[config.mk]
export PLATFORM = sky130hd
export DESIGN_NAME = lcd_ctrl
export DESIGN_NICKNAME = d
export VERILOG_FILES = /design/src/rtl/lcd_ctrl.sv
export SDC_FILE = /design/constraint.sdc
export NUM_CORES = 1
export LEC_CHECK = 0
export ABC_AREA = 1
export BUFFER_PORTS_ARGS = -buffer_cell sky130_fd_sc_hd__buf_2
export CORE_UTILIZATION = 55
export DETAILED_ROUTE_END_ITERATION = 6
export GPL_TIMING_DRIVEN = 0
export PLACE_DENSITY = 0.77
export SETUP_SLACK_MARGIN = 0.5
export SYNTH_ARGS = -nofsm -noshare
export SYNTH_HDL_FRONTEND = slang
export SYNTH_SLANG_ARGS = --single-unit
[constraint.sdc]
create_clock -name i_clk -period 1.8 [get_ports i_clk]
set_input_delay 0.36 -clock i_clk [delete_from_list [all_inputs] [get_ports i_clk]]
set_output_delay 0.36 -clock i_clk [all_outputs]
set_load 0.02 [all_outputs]
[src/rtl/lcd_ctrl.sv]
// HD44780-style LCD controller: queues MMIO writes in a FIFO and replays
// them on the parallel bus with setup/enable/hold/execute timing.
module lcd_ctrl #(
    parameter int T_SETUP    = 2,
    parameter int T_EN       = 12,
    parameter int T_HOLD     = 2,
    parameter int T_EXEC     = 2000,
    parameter int T_CLEAR    = 82000,
    parameter int FIFO_DEPTH = 4
) (
    input  logic        i_clk,
    input  logic        i_rst_n,
    input  logic [31:0] i_lcd_word,
    input  logic        i_lcd_vld,
    output logic        o_lcd_busy,
    output logic        o_lcd_full,
    output logic        o_lcd_ovf,
    output logic        o_lcd_on,
    output logic        o_lcd_blon,
    output logic        o_lcd_en,
    output logic        o_lcd_rs,
    output logic        o_lcd_rw,
    output logic [7:0]  o_lcd_data
);
    localparam int AW   = $clog2(FIFO_DEPTH);
    localparam int TM0  = (T_SETUP > T_EN) ? T_SETUP : T_EN;
    localparam int TM1  = (TM0 > T_HOLD) ? TM0 : T_HOLD;
    localparam int TM2  = (TM1 > T_EXEC) ? TM1 : T_EXEC;
    localparam int TMAX = (TM2 > T_CLEAR) ? TM2 : T_CLEAR;
    localparam int CW   = $clog2(TMAX + 1);

    typedef enum logic [2:0] {
        S_IDLE,
        S_SETUP,
        S_PULSE,
        S_HOLD,
        S_WAIT
    } state_t;

    state_t        state;
    logic [CW-1:0] cnt;
    logic [8:0]    mem [FIFO_DEPTH];
    logic [AW:0]   wp;
    logic [AW:0]   rp;
    logic [AW:0]   wp_nx;
    logic [AW:0]   rp_nx;
    logic          empty;
    logic          full;
    logic          full_nx;
    logic          push;
    logic          pop;
    logic          nx_idle;
    logic          clr;
    logic          unused_bits;

    assign unused_bits = ^{i_lcd_word[29:10], i_lcd_word[8]};

    assign empty   = (wp == rp);
    assign full    = (wp[AW] != rp[AW]) && (wp[AW-1:0] == rp[AW-1:0]);
    assign push    = i_lcd_vld && !full;
    assign pop     = (state == S_IDLE) && !empty;
    assign wp_nx   = push ? wp + (AW+1)'(1) : wp;
    assign rp_nx   = pop ? rp + (AW+1)'(1) : rp;
    assign full_nx = (wp_nx[AW] != rp_nx[AW]) &&
                     (wp_nx[AW-1:0] == rp_nx[AW-1:0]);
    assign nx_idle = ((state == S_IDLE) && !pop) ||
                     ((state == S_WAIT) && (cnt == '0));

    // clear/home instructions need the long execution wait
    assign clr = !o_lcd_rs && (o_lcd_data[7:2] == 6'd0) &&
                 (o_lcd_data[1:0] != 2'd0);

    always_ff @(posedge i_clk) begin
        if (push) begin
            mem[wp[AW-1:0]] <= {i_lcd_word[9], i_lcd_word[7:0]};
        end
    end

    always_ff @(posedge i_clk) begin
        if (!i_rst_n) begin
            state      <= S_IDLE;
            cnt        <= '0;
            wp         <= '0;
            rp         <= '0;
            o_lcd_busy <= 1'b0;
            o_lcd_full <= 1'b0;
            o_lcd_ovf  <= 1'b0;
            o_lcd_on   <= 1'b0;
            o_lcd_blon <= 1'b0;
            o_lcd_en   <= 1'b0;
            o_lcd_rs   <= 1'b0;
            o_lcd_rw   <= 1'b0;
            o_lcd_data <= 8'h00;
        end else begin
            wp         <= wp_nx;
            rp         <= rp_nx;
            o_lcd_full <= full_nx;
            o_lcd_busy <= !nx_idle || (wp_nx != rp_nx);
            o_lcd_rw   <= 1'b0;
            if (i_lcd_vld) begin
                o_lcd_on   <= i_lcd_word[31];
                o_lcd_blon <= i_lcd_word[30];
                if (full) o_lcd_ovf <= 1'b1;
            end
            unique case (state)
                S_IDLE: begin
                    if (pop) begin
                        {o_lcd_rs, o_lcd_data} <= mem[rp[AW-1:0]];
                        cnt   <= CW'(T_SETUP - 1);
                        state <= S_SETUP;
                    end
                end
                S_SETUP: begin
                    if (cnt == '0) begin
                        o_lcd_en <= 1'b1;
                        cnt      <= CW'(T_EN - 1);
                        state    <= S_PULSE;
                    end else begin
                        cnt <= cnt - CW'(1);
                    end
                end
                S_PULSE: begin
                    if (cnt == '0) begin
                        o_lcd_en <= 1'b0;
                        cnt      <= CW'(T_HOLD - 1);
                        state    <= S_HOLD;
                    end else begin
                        cnt <= cnt - CW'(1);
                    end
                end
                S_HOLD: begin
                    if (cnt == '0) begin
                        cnt   <= clr ? CW'(T_CLEAR - 1) : CW'(T_EXEC - 1);
                        state <= S_WAIT;
                    end else begin
                        cnt <= cnt - CW'(1);
                    end
                end
                S_WAIT: begin
                    if (cnt == '0) begin
                        state <= S_IDLE;
                    end else begin
                        cnt <= cnt - CW'(1);
                    end
                end
                default: state <= S_IDLE;
            endcase
        end
    end
endmodule

# Word level (Yosys, flattened, before mapping)
# Memory sizes are Yosys's and may differ from the RTL's. A register that Yosys moved wholly into a read port is not among the register bits.
# Cells that the tools add are included.
dict set report word_totals {
  register_bits 32
  ramBits 36
  in_bits 35
  output_inout_bits 16
  elab_cells 77
  memories 1
}
dict set report op_classes {
  n_addsub 3
  eq_ne 16
  muxes 20
  n_reduce_logical 27
}
# name depth word_bits rd rd_ports_with_merged_regs wr line_no
set memory_table {}
lappend memory_table {mem 4 9 1 1 1 42} ;# logic [8:0] mem [FIFO_DEPTH];
# cell n
set op_table {}
lappend op_table {{$mux W17} 6}
lappend op_table {{$pmux W17 S5} 1}
lappend op_table {{$mux W3} 7}
lappend op_table {{$logic_not A17 Y1} 1}
lappend op_table {{$sub A17 B1 Y17 const B} 1}
lappend op_table {{$pmux W3 S5} 1}
lappend op_table {{$ne A2 B2 Y1 const B} 5}
lappend op_table {{$logic_and A1 B1 Y1} 8}
lappend op_table {{$add A3 B1 Y3 const B} 2}
lappend op_table {{$eq A3 B2 Y1 const B} 2}
lappend op_table {{$logic_not A1 Y1} 6}
lappend op_table {{$logic_not A6 Y1} 1}
lappend op_table {{$reduce_and A3 Y1} 2}
lappend op_table {{$reduce_and A5 Y1} 1}
lappend op_table {{$reduce_bool A5 Y1} 1}
lappend op_table {{$eq A2 B2 Y1} 2}
lappend op_table {{$mux W1} 4}
lappend op_table {{$reduce_and A2 Y1} 2}
lappend op_table {{$reduce_bool A2 Y1} 2}
lappend op_table {{$eq A3 B1 Y1 const B} 1}
lappend op_table {{$eq A3 B3 Y1} 1}
lappend op_table {{$eq A3 B3 Y1 const B} 1}
lappend op_table {{$logic_not A3 Y1} 1}
lappend op_table {{$ne A3 B3 Y1} 1}
lappend op_table {{4 further kinds} 6}

# Longest topological paths before layout
dict set report logic_depth {
  word_depth 8
  depth_mapped 13
  depth_no_buf 13
}

# Least setup slack after synthesis
# OpenSTA, ideal clock, no wires.
dict set report synth_timing {
  path_type {flip-flop to flip-flop}
  from {register wp[1]}
  to {memory mem[0][0], enable pin}
  setup_time_ps 374
  arrival_time_ps 1291
  required_ps 1426
  setup_slack_ps 135
  path_stages_with_launch 7
  path_buffers 0
  period_less_slack_ps 1665
  path_cell_list {dfxtp_1 inv_1 nand2_1 nand2_1 nand3_2 nand2_2 nor2_1}
}
dict set report synth_via {
  elab_chain_len 6
}
# element line_no
set synth_rtl {}
lappend synth_rtl {{start, declared} 43} ;# logic [AW:0] wp;
lappend synth_rtl {{start signal, assigned} 95} ;# wp <= wp_nx;
lappend synth_rtl {{$eq A2 B2 Y1} 59} ;# assign full = (wp[AW] != rp[AW]) && (wp[AW-1:0] == rp[AW-1:0]);
lappend synth_rtl {{$logic_and A1 B1 Y1} 59}
lappend synth_rtl {{$logic_not A1 Y1} 60} ;# assign push = i_lcd_vld && !full;
lappend synth_rtl {{$logic_and A1 B1 Y1} 60}
lappend synth_rtl {{$mux W1} 74} ;# if (push) begin
lappend synth_rtl {{$mux W1 (not written as such)} 75} ;# mem[wp[AW-1:0]] <= {i_lcd_word[9], i_lcd_word[7:0]};
lappend synth_rtl {{end, declared} 42}
# Several ways; a longest one is shown, not always the timed one.

# Final worst setup path
dict set report layout_timing {
  from {register cnt[14]}
  to {register cnt[15]}
}
dict set report layout_via {
  elab_chain_len 3
  elab_cells_between_ends 9
  classes_between {add/sub: 1; eq/ne: 1; mux: 5; reduce/logical: 2}
}
# element line_no
set layout_rtl {}
lappend layout_rtl {{start, declared} 41} ;# logic [CW-1:0] cnt;
lappend layout_rtl {{start signal, assigned} 109} ;# cnt <= CW'(T_SETUP - 1);
lappend layout_rtl {{start signal, assigned} 116} ;# cnt <= CW'(T_EN - 1);
lappend layout_rtl {{start signal, assigned} 119} ;# cnt <= cnt - CW'(1);
lappend layout_rtl {{$sub A17 B1 Y17 or $logic_not A17 Y1 (tied branches)} -}
lappend layout_rtl {{$mux W17 (tied with other cells)} 140} ;# if (cnt == '0) begin
lappend layout_rtl {{$pmux W17 S5 or $reduce_and A3 Y1 (tied branches)} -}
# Several ways; a longest one is shown, not always the timed one. The select of a mux whose other input is x is not followed.
# A chain may end at the register's enable or synchronous reset.

==> run metrics <==
Data required, critical path 2.04 ns; final setup vio count 0; Peak VDD IR 821 uV; Yosys warnings 0; starting density of the core between 50% and 60%; width of the die approximately 84 um; largest net degree at the start of global routing 16; Worst Skew 0.00732 ns; antenna fix cells 0; Sequential cell area ~0.002 mm^2; main combinational cell family by area after synthesis simple AND/OR/NAND/NOR gates; post-synthesis simple-gate area fraction 25.3%; vias in the first global route 3,143; Core Area 0.00642 mm^2; die area about 0.0070 mm^2; complex-gate fraction of the synthesized area 12.3%; final hold vios 0; failing checks design-rule violations; XOR/XNOR Fraction of Synth Area 2.58%; Max Used Layer met4; outcome finished, violations left; Final min period 1.71 ns; initial antenna violation count 0; Filler cells 432; Clock Sink Count 77; vias 3,358; DRC 4; area of the multi-input gates 0.00190 mm^2; Cells after Synth 443; total CTS buffers 9; TNS Setup 0 ns; grt ovf 0; mapped cell area 0.00368 mm^2; CTS tree built; CP endpoint kind flop; M1 WL 3710 um; Detail Route Antenna Nets 0; Final WS setup 0.0853 ns; most frequent cells in the layout nand2_1 (75), nor2_1 (53), buf_4 (37); Worst setup SP type flop; Max Slew Vio Count 0; met2 routed wirelength 4980 um; maximum clock frequency 583 MHz; Worst Tran Pin Value 0.583 ns; post-synthesis mux area share 0%; RD Place Congestion slightly below 0.9; worst path arrival time 1.95 ns; RSZ-0062 raised after global routing true; wire length per cell about 15 um; clock root cell clkbuf_8; Pwr Total between 10 and 15 mW; GRT Overall Usage 25.8%; Rows 29; CP max FO 8; count of state elements after synthesis 77; leakage power ~2.1 nW; syn nets a little under 500; global-route wire length before repair 14,000 um; DR pass1 iterations 7; Crit Path Category reg -> reg; Vias per Instance between 5 and 6; Worst-path clk slew 0.08 ns; # nets final 570; syn avg cell area 8.31 um^2; post-synthesis adder-cell area fraction under 10%; commonest non-fill, non-tap cell in the layout nand2_1; Slew HR 61.1%; Hold WC Path Type in -> reg; met3 routed wirelength ~460 um; H-tree depth 3; Max-Cap Viols 0; layout cell share with drive strength beyond 1 38.8%; area delta synth->final 34.7%; Distinct cells, synth 38; Cell Pwr Density approximately 2100 mW/mm^2; register area share after synthesis 51.6%; CTS max path bufs 2; chip height 83.8 um; Detailed Route Iter0 Violations 197; final WL 9460 um; I/O pin cnt between 50 and 60; final worst-path cycle share 95.3%; DP HPWL about 5500 um; I/O Buffers 26; pre-CTS setup slack -0.0527 ns; Clock Latency Late Sink 0.35 ns
==> metrics by stage <==
step                      hold slack [ns]  area [um^2]  cells  utilization [%]
final                               0.220         4960    611             77.3
after CTS                           0.200         4630    589             72.0
after global routing                0.199         4960    611             77.3
after global placement              0.442         4020    546             62.7
after detailed placement            0.447         4020    546             62.7
after floorplan                     0.457         3800    443                -
==> worst paths after layout <==
check	from	end	slack, ns	cells after the start
max	cnt[14]$_SDFFE_PN0P_	cnt[15]$_SDFFE_PN0P_	0.09	10
min	i_lcd_word[3]	mem[0][3]$_DFFE_PP_	0.22	1
max reg2reg	cnt[14]$_SDFFE_PN0P_	cnt[15]$_SDFFE_PN0P_	0.09	10
min reg2reg	o_lcd_ovf$_SDFFE_PN0P_	o_lcd_ovf$_SDFFE_PN0P_	0.46	1
==> sequential cells by signal, indices dropped and copies added (netlist names), 3 cells and up <==
signal	flops
cnt	17
mem	36
o_lcd_data	8
rp	3
state	3
wp	3
==> synthesized netlist by cell type, drive strengths merged <==
| master | instances | area share (%) |
|---|---|---|
| conb | 1 | 0.10 |
| o21ai | 46 | 6.5 |
| xnor2 | 6 | 1.6 |
| xor2 | 4 | 0.95 |
| buf | 4 | 0.85 |
| nor2 | 76 | 8.7 |
| edfxtp | 36 | 29 |
| o21a | 1 | 0.20 |
| o22ai | 7 | 1.2 |
| nand3 | 20 | 3.3 |
| ha | 6 | 2.0 |
| nor3 | 5 | 0.68 |
| inv | 40 | 4.1 |
| clkinv | 1 | 0.10 |
| nor3b | 3 | 0.61 |
| a211oi | 1 | 0.20 |
| a31oi | 2 | 0.34 |
| or2 | 1 | 0.24 |
| a21oi | 24 | 3.7 |
| nand2 | 102 | 11 |
| clkbuf | 10 | 1.0 |
| nor4 | 1 | 0.17 |
| nand4 | 1 | 0.34 |
| dfxtp | 41 | 22 |
| o211ai | 1 | 0.20 |
| nand3b | 3 | 0.61 |
==> cell type report <==
class                           instances  area share [%]
Clock inverter                          7            1.11
Inverter                               41            3.28
Clock buffer                            9            2.50
Multi-Input combinational cell        313            38.4
Timing Repair Buffer                   73            11.8
Tap cell                               77            1.94
Sequential cell                        77            39.1
Buffer                                 14            1.87
==> routing by layer <==
layer | vias to the layer above | global-route usage (%)
met5 | - | 0
met4 | 0 | 15.8
met3 | 34 | 6.13
met2 | 118 | 44.5
met1 | 1574 | 28.8
li1 | 1632 | -
==> repair_timing <==
action,in CTS,in global routing
gates cloned,2,3
buffers inserted,25,19
setup endpoints to repair,74,75
resized for setup,55,59
hold buffers,0,0
pin swaps,33,17
==> power breakdown <==
part / total [mW] / switching, mW / internal, mW
combinational: 6.59 / 3.86 / 2.73
sequential: 2.74 / 0.415 / 2.32
clock: 1.21 / 0.697 / 0.516
==> kinds of logic after synthesis <==
logic type,Yosys count
buffers and inverters,55
AOI/OAI and AO/OA,82
other,1
DFF,77
xor gates and xnor gates,10
adders and majority gates,6
and+or+nand+nor,212
==> worst max-delay path: stages (launching register included) <==
cell	delay [ns]
dfxtp_1	0.43
nor2_1	0.08
nand2_1	0.11
nor2_4	0.06
nand3_4	0.16
nor2_2	0.07
nor2_2	0.16
nand2_2	0.12
buf_4	0.16
o21ai_0	0.18
nor2_1	0.07
(Power assumes the default switching activity.)
